### src/rtl/console_pkg.sv
// rtl/console_pkg.sv - shared console UART frame constants and FSM encoding
//
// Purpose : definitions common to the console UART transmitter and the
//           future receiver.
// Ports   : none (package).
package console_pkg;

    typedef enum logic [1:0] {
        IDLE  = 2'd0,
        START = 2'd1,
        DATA  = 2'd2,
        STOP  = 2'd3
    } uart_state_t;

    localparam int   DATA_BITS        = 8;
    localparam logic START_LEVEL      = 1'b0;
    localparam logic STOP_LEVEL       = 1'b1;
    localparam logic IDLE_LEVEL       = 1'b1;

    // 100 MHz / 115200 baud
    localparam int   DEFAULT_BAUD_DIV = 868;

endpackage

### src/rtl/console_uart_tx_if.sv
// rtl/console_uart_tx_if.sv - console byte handshake between Wrapper and UART
//
// Purpose : groups the console output byte handshake.
// Signals : CONSOLE_OUT (8b byte), CONSOLE_OUT_valid (byte offered),
//           CONSOLE_OUT_ready (byte can be taken this cycle).
// Modports: master = byte producer (Wrapper), slave = consumer (UART TX).
interface console_uart_tx_if;

    logic [7:0] CONSOLE_OUT;
    logic       CONSOLE_OUT_valid;
    logic       CONSOLE_OUT_ready;

    modport master (
        output CONSOLE_OUT,
        output CONSOLE_OUT_valid,
        input  CONSOLE_OUT_ready
    );

    modport slave (
        input  CONSOLE_OUT,
        input  CONSOLE_OUT_valid,
        output CONSOLE_OUT_ready
    );

endinterface

### src/rtl/sync_fifo.sv
// rtl/sync_fifo.sv - single-clock FIFO with occupancy count
//
// Purpose : small synchronous FIFO, shared by the console TX and RX paths.
// Ports   : clk, rst (sync active-high), push/push_data, pop/pop_data
//           (pop_data shows the head combinationally), full, empty,
//           count (one bit wider than the pointers).
module sync_fifo #(
    parameter int WIDTH = 8,
    parameter int DEPTH = 4
) (
    input  logic                     clk,
    input  logic                     rst,
    input  logic                     push,
    input  logic [WIDTH-1:0]         push_data,
    input  logic                     pop,
    output logic [WIDTH-1:0]         pop_data,
    output logic                     full,
    output logic                     empty,
    output logic [$clog2(DEPTH):0]   count
);

    localparam int AW = $clog2(DEPTH);

    logic [WIDTH-1:0] mem [DEPTH];
    logic [AW-1:0]    wr_ptr;
    logic [AW-1:0]    rd_ptr;
    logic             do_push;
    logic             do_pop;

    assign full     = (count == (AW+1)'(DEPTH));
    assign empty    = (count == '0);
    assign do_push  = push && !full;
    assign do_pop   = pop && !empty;
    assign pop_data = mem[rd_ptr];

    // Storage needs no reset; only the pointers and count define contents.
    always_ff @(posedge clk) begin
        if (do_push) begin
            mem[wr_ptr] <= push_data;
        end
    end

    always_ff @(posedge clk) begin
        if (rst) begin
            wr_ptr <= '0;
            rd_ptr <= '0;
            count  <= '0;
        end else begin
            if (do_push) begin
                wr_ptr <= wr_ptr + AW'(1);
            end
            if (do_pop) begin
                rd_ptr <= rd_ptr + AW'(1);
            end
            case ({do_push, do_pop})
                2'b10:   count <= count + (AW+1)'(1);
                2'b01:   count <= count - (AW+1)'(1);
                default: count <= count;
            endcase
        end
    end

endmodule

### src/rtl/console_uart_tx.sv
// rtl/console_uart_tx.sv - 8N1 console UART transmitter with input FIFO
//
// Purpose : buffers console bytes in a FIFO and serialises them LSB first
//           as 8N1 frames on TX.
// Ports   : CLK, RESET (sync active-high), console (slave byte handshake),
//           TX (serial line, idle high, registered), BUSY (frame in
//           progress or bytes queued).
module console_uart_tx
    import console_pkg::*;
#(
    parameter int BAUD_DIV   = DEFAULT_BAUD_DIV,
    parameter int FIFO_DEPTH = 4
) (
    input  logic             CLK,
    input  logic             RESET,
    console_uart_tx_if.slave console,
    output logic             TX,
    output logic             BUSY
);

    localparam int              CW        = $clog2(BAUD_DIV + 1);
    localparam int              AW        = $clog2(FIFO_DEPTH);
    localparam logic [CW-1:0]   BAUD_LOAD = CW'(BAUD_DIV - 1);
    localparam logic [2:0]      LAST_BIT  = 3'(DATA_BITS - 1);

    logic          fifo_push;
    logic          fifo_pop;
    logic          fifo_full;
    logic          fifo_empty;
    logic [AW:0]   fifo_count;
    logic [7:0]    fifo_head;

    uart_state_t   state, state_n;
    logic [CW-1:0] baud_cnt, cnt_n;
    logic [2:0]    bit_idx, idx_n;
    logic [7:0]    shift, shift_n;
    logic          tx_q, tx_n;
    logic          bit_done;

    assign console.CONSOLE_OUT_ready = !fifo_full && !RESET;
    assign fifo_push = console.CONSOLE_OUT_valid && console.CONSOLE_OUT_ready;

    sync_fifo #(
        .WIDTH (8),
        .DEPTH (FIFO_DEPTH)
    ) u_fifo (
        .clk       (CLK),
        .rst       (RESET),
        .push      (fifo_push),
        .push_data (console.CONSOLE_OUT),
        .pop       (fifo_pop),
        .pop_data  (fifo_head),
        .full      (fifo_full),
        .empty     (fifo_empty),
        .count     (fifo_count)
    );

    assign bit_done = (baud_cnt == '0);

    always_ff @(posedge CLK) begin
        if (RESET) begin
            state    <= IDLE;
            baud_cnt <= '0;
            bit_idx  <= '0;
            shift    <= '0;
            tx_q     <= IDLE_LEVEL;
        end else begin
            state    <= state_n;
            baud_cnt <= cnt_n;
            bit_idx  <= idx_n;
            shift    <= shift_n;
            tx_q     <= tx_n;
        end
    end

    // tx_n is the line level of the state being entered, so the registered
    // TX changes on the same edge as the state register.
    always_comb begin
        state_n  = state;
        cnt_n    = baud_cnt;
        idx_n    = bit_idx;
        shift_n  = shift;
        tx_n     = tx_q;
        fifo_pop = 1'b0;

        if (state != IDLE) begin
            cnt_n = bit_done ? BAUD_LOAD : baud_cnt - CW'(1);
        end

        case (state)
            IDLE: begin
                tx_n = IDLE_LEVEL;
                if (!fifo_empty) begin
                    fifo_pop = 1'b1;
                    shift_n  = fifo_head;
                    cnt_n    = BAUD_LOAD;
                    state_n  = START;
                    tx_n     = START_LEVEL;
                end
            end
            START: begin
                if (bit_done) begin
                    state_n = DATA;
                    idx_n   = '0;
                    tx_n    = shift[0];
                end
            end
            DATA: begin
                if (bit_done) begin
                    if (bit_idx == LAST_BIT) begin
                        state_n = STOP;
                        tx_n    = STOP_LEVEL;
                    end else begin
                        idx_n   = bit_idx + 3'd1;
                        shift_n = {1'b0, shift[7:1]};
                        tx_n    = shift[1];
                    end
                end
            end
            STOP: begin
                if (bit_done) begin
                    // Chain straight into the next frame when bytes wait.
                    if (!fifo_empty) begin
                        fifo_pop = 1'b1;
                        shift_n  = fifo_head;
                        state_n  = START;
                        tx_n     = START_LEVEL;
                    end else begin
                        state_n  = IDLE;
                        tx_n     = IDLE_LEVEL;
                    end
                end
            end
            default: begin
                state_n = IDLE;
                tx_n    = IDLE_LEVEL;
            end
        endcase
    end

    assign TX   = tx_q;
    assign BUSY = (state != IDLE) || (fifo_count != '0);

endmodule

### src/flat_wrapper.sv
// flat-port wrapper written by rule: the top's interface ports become plain ports
module console_uart_tx_flat import console_pkg::*;
#(
    parameter int BAUD_DIV   = DEFAULT_BAUD_DIV,
    parameter int FIFO_DEPTH = 4
)
  (CLK, RESET, TX, BUSY, console_CONSOLE_OUT, console_CONSOLE_OUT_valid, console_CONSOLE_OUT_ready);
  console_uart_tx_if console_i ();
  input  logic CLK;
  input  logic RESET;
  output logic TX;
  output logic BUSY;
  input wire logic [$bits(console_i.CONSOLE_OUT)-1:0] console_CONSOLE_OUT;
  input wire logic [$bits(console_i.CONSOLE_OUT_valid)-1:0] console_CONSOLE_OUT_valid;
  output wire logic [$bits(console_i.CONSOLE_OUT_ready)-1:0] console_CONSOLE_OUT_ready;
  assign console_i.CONSOLE_OUT = console_CONSOLE_OUT;
  assign console_i.CONSOLE_OUT_valid = console_CONSOLE_OUT_valid;
  assign console_CONSOLE_OUT_ready = console_i.CONSOLE_OUT_ready;
  console_uart_tx #(.BAUD_DIV(BAUD_DIV), .FIFO_DEPTH(FIFO_DEPTH)) u_core (.CLK(CLK), .RESET(RESET), .console(console_i), .TX(TX), .BUSY(BUSY));
endmodule
### config.mk
export PLATFORM = sky130hd
export DESIGN_NAME = console_uart_tx_flat
export DESIGN_NICKNAME = d
export VERILOG_FILES = /design/src/rtl/console_pkg.sv /design/src/rtl/console_uart_tx_if.sv /design/src/rtl/sync_fifo.sv /design/src/rtl/console_uart_tx.sv /design/src/flat_wrapper.sv
export SDC_FILE = /design/constraint.sdc
export NUM_CORES = 1
export LEC_CHECK = 0
export ABC_AREA = 1
export CAP_MARGIN = 30
export CORE_UTILIZATION = 52
export DETAILED_ROUTE_END_ITERATION = 10
export PLACE_DENSITY = 0.71
export SYNTH_ARGS = -nofsm -noshare
export SYNTH_HDL_FRONTEND = slang
export SYNTH_SLANG_ARGS = --single-unit
### constraint.sdc
create_clock -name CLK -period 2.35 [get_ports CLK]
set_input_delay 0.47 -clock CLK [delete_from_list [all_inputs] [get_ports CLK]]
set_output_delay 0.47 -clock CLK [all_outputs]
set_load 0.01 [all_outputs]
==> results.md <==
- Status: completed
- Hold slack: between 0.4 and 0.5 ns
- Register area: about 1600 um^2
- FF-to-FF path depth: 14
- Starting DRT DRC Count: 225
- Power share of the sequential group: 32.2%
- Area of the multi-input gates: ~1400 um^2
- Post-cts hold buffer count: 0
- Worst setup SP type: flop
- Htree depth: 3
- Mapped cell area: 3184 um^2
- Part of the power in combinational logic: between 50% and 60%
- Total negative setup slack: 0 ns
- Reg clk slew, reported paths: about 0.070 ns
- R2R setup slack: ~0.11 ns
- Pre-CTS setup slack: roughly 0.023 ns
- # IOs: 14
- Largest net degree at the start of global routing: 18
- HPWL after detailed placement: about 4400 um
- Area Growth Syn to Fin: 15.68%
- Maximum vdd ir drop: about 0.0009 V
- Syn avg cell area: just over 8 um^2
- Time the worst path needs with I/O delays and setup: ~2.3 ns
- Layout Skew: 0.007317 ns
- DR WL/cell: 12.49 um
- Worst setup endpoint: BUSY
- FF+latch count, synth: 65
- Total number of vias: ~2.6k
- Ant. Diodes: 0
- Vias in the first global route: 2302
- Max incr delay on CP: ~0.55 ns
- Final setup vio count: 0
- Number of max-cap violations: 0
- FF-to-FF End: u_core.u_fifo.count[2]$_SDFFE_PP0P_
- Worst-path fanout max: 6
- Syn Inst Count: 390
- Antenna-violating nets left: 0
- Critical Path Stages: 5
- DIE HEIGHT: about 80 um
- Filler cell count: 517
- DRT Pass-1 Iters: 4
- Critical Path Start: u_core.state[0]$_SDFFE_PP0P_
- Slew Viols, Final: 0
- Drt drc: 0
- Final cycle utilization of the critical path: 96.55%
- Int Pwr: about 2.8 mW
- Crit path cell chain: inv_1 -> ha_1 -> buf_4 -> nand3_1 -> clkdlybuf4s50_1
- Synth Net Count: about 420
- Post-CTS setup buffers: 0
- Worst r2r src: u_core.state[0]$_SDFFE_PP0P_
- Final Core Density: 62.21%
- Final Hold Fails: 0
- Req. time, crit path: roughly 1.9 ns
- Worst slew pin tran: 0.5269 ns
- IO buf count: 13
- Yosys cell types: 28
- Routed WL: roughly 6300 um
- Nets: approximately 450
- Total congestion overflow: 0
- Sequential area share after synthesis: 50.92%
- Num Clock Sinks: between 60 and 70
- Kind of end point of the critical path: output pin
- Kind of critical path: reg -> out
- Clock Path Buffers: 2
- Clock network power share: approximately 17%
- Die ar.: ~6400 um^2
- Post-Layout Cell Count: around 510
- LEAKAGE: ~1.6 nW
- Crit path DAT: ~1.8 ns
- Post-layout power: about 4.9 mW
- Critical Path Slowest Stage Cell: clkdlybuf4s50_1
- Core box area: around 6000 um^2
- Buf/Inv on CP: 3
- Share of cells above drive strength 1: a little under an eighth
- Unrepaired setup endpoints after global routing: no
- Yosys Warn Count: 0
- Clock Latency Late Sink: 0.35 ns
- GR Util All Layers: 21.63%
- Initial Util: approximately 54%
- Maximum clock frequency: 440.7 MHz
- Switch share: 43.55%
- Die span in x: 80.26 um
- Setup slack after layout: around 0.081 ns
- CTS tree: built
- Num CTS Buffers: 9
- Post-route cell area: 3684 um^2
- Net Switching: between 2 and 2.5 mW
- Root Driver: clkbuf_8
- Power Dens Cells: about 1300 nW/um^2
- Post-DP Area: between 3000 and 4000 um^2
- CP top delay family: buffers and inverters
- First-pass GRT wire length: just over 10000 um
- Hold WC Path Type: reg -> reg
- Initial antenna violation count: 0
- Max-slew headroom: approximately two thirds
- Placer Congestion: 0.8785
- Placed Cells: 490
- Row count: 28
- DR vias/cell: a little over 5
-- sequential cells by signal, indices dropped and copies added (netlist names), named ones only --
register and flops:
u_core.u_fifo.mem 32, u_core.baud_cnt 10, u_core.shift 8, u_core.bit_idx 3
u_core.u_fifo.count 3, u_core.state 2, u_core.u_fifo.rd_ptr 2, u_core.u_fifo.wr_ptr 2
u_core.TX 1
-- cells in the mapped netlist --
master    instances  area share [%]
nand3b_1          1            0.24
nor2_2            2            0.39
o21ai_4           1            0.51
edfxtp_1         32              30
clkbuf_8          1            0.43
nand2_2           3            0.59
clkbuf_2          2            0.31
a31oi_1           1            0.20
nand4_1           1            0.20
nand3_1          18             2.8
o21ai_0          31             4.9
nand2_4           2            0.71
inv_1            43             5.1
inv_2             1            0.12
fa_1              1            0.63
xor2_1            2            0.55
a21oi_1          22             3.5
nand2_1          91              11
o211ai_1          2            0.47
nor2_4            2            0.71
buf_6             1            0.35
clkbuf_1          2            0.24
buf_2             3            0.47
a21oi_2           1            0.28
ha_1             14             5.5
xnor2_1           1            0.28
nor2_1           76             9.0
dfxtp_1          33              21
-- worst register-to-register path: stages (launching register included) --
cell     delay, ns
dfxtp_1       0.32
inv_1         0.06
ha_1          0.31
inv_1         0.06
nand2_1       0.08
nor2_2        0.14
nand2_1       0.09
inv_2         0.09
ha_1          0.14
inv_1         0.08
fa_2          0.36
a21oi_2       0.14
o21ai_1       0.10
o21ai_1       0.12
a21oi_1       0.05
-- kinds of logic (layout without fill, tap and decap cells) --
kind of cell | Yosys count | count (layout) | share of synthesized area, %
AO/OA/AOI/OAI | 58 | 58 | 9.784
XOR/XNOR | 3 | 3 | 0.8253
adder cells (fa/ha/maj) | 15 | 15 | 6.130
buffers and inverters | 53 | 94 | 6.994
flip-flops | 65 | 65 | 50.92
AND/OR/NAND/NOR | 196 | 196 | 25.34
-- metal layers --
metal	vias to the layer above	routed length, um	global-route usage, %
li1	1322	-	-
met1	1169	3035	28.14
met2	48	2912	34.19
met3	11	278	5.227
met4	0	97	9.286
met5	-	0	0
-- power groups by stage --
| stage | combinational (mW) | sequential [mW] | clock, mW |
|---|---|---|---|
| finish | 2.50 | 1.57 | 0.810 |
| global route | 2.82 | 1.61 | 0.874 |
| CTS | 2.46 | 1.57 | 0.826 |
| detailed placement | 2.45 | 1.59 | 0 |
| global placement | 2.38 | 1.59 | 0 |
| floorplan | 1.79 | 1.56 | 0 |
-- cell usage in the layout, fill, tap and decap left out, drive strengths merged, types with 2 or more instances in the layout --
master,synthesis,final
a21oi,23,23
buf,4,21
clkbuf,5,11
clkdlybuf4s50,0,13
clkinv,0,2
clkinvlp,0,2
dfxtp,33,33
edfxtp,32,32
ha,14,14
inv,44,45
nand2,96,96
nand3,18,18
nor2,80,80
o211ai,2,2
o21ai,32,32
xor2,2,2
-- worst min-delay path by stage --
stage                                         startpoint                        endpoint  slack [ns]  depth (start not counted)
final                     u_core.bit_idx[0]$_SDFFE_PP0P_  u_core.bit_idx[0]$_SDFFE_PP0P_        0.48                          2
after global routing      u_core.bit_idx[0]$_SDFFE_PP0P_  u_core.bit_idx[0]$_SDFFE_PP0P_        0.50                          2
after CTS                 u_core.bit_idx[0]$_SDFFE_PP0P_  u_core.bit_idx[0]$_SDFFE_PP0P_        0.48                          2
after detailed placement  u_core.bit_idx[0]$_SDFFE_PP0P_  u_core.bit_idx[0]$_SDFFE_PP0P_        0.47                          2
after global placement    u_core.bit_idx[0]$_SDFFE_PP0P_  u_core.bit_idx[0]$_SDFFE_PP0P_        0.46                          2
after floorplan           u_core.bit_idx[0]$_SDFFE_PP0P_  u_core.bit_idx[0]$_SDFFE_PP0P_        0.44                          2
-- layout make-up --
type / count / area share [%]
Sequential cell: 65 / 44.02
Multi-Input combinational cell: 272 / 36.68
Timing Repair Buffer: 34 / 7.813
Inverter: 44 / 4.484
Clock buffer: 11 / 3.567
Tap cell: 75 / 2.548
Clock inverter: 5 / 0.8832
-- repair_timing --
item,4_1_cts,5_1_grt
endpoints found under the setup margin,0,1
hold endpoints to repair,0,0
resized for setup,0,7
No activity file was read; power rests on OpenSTA's default activity.
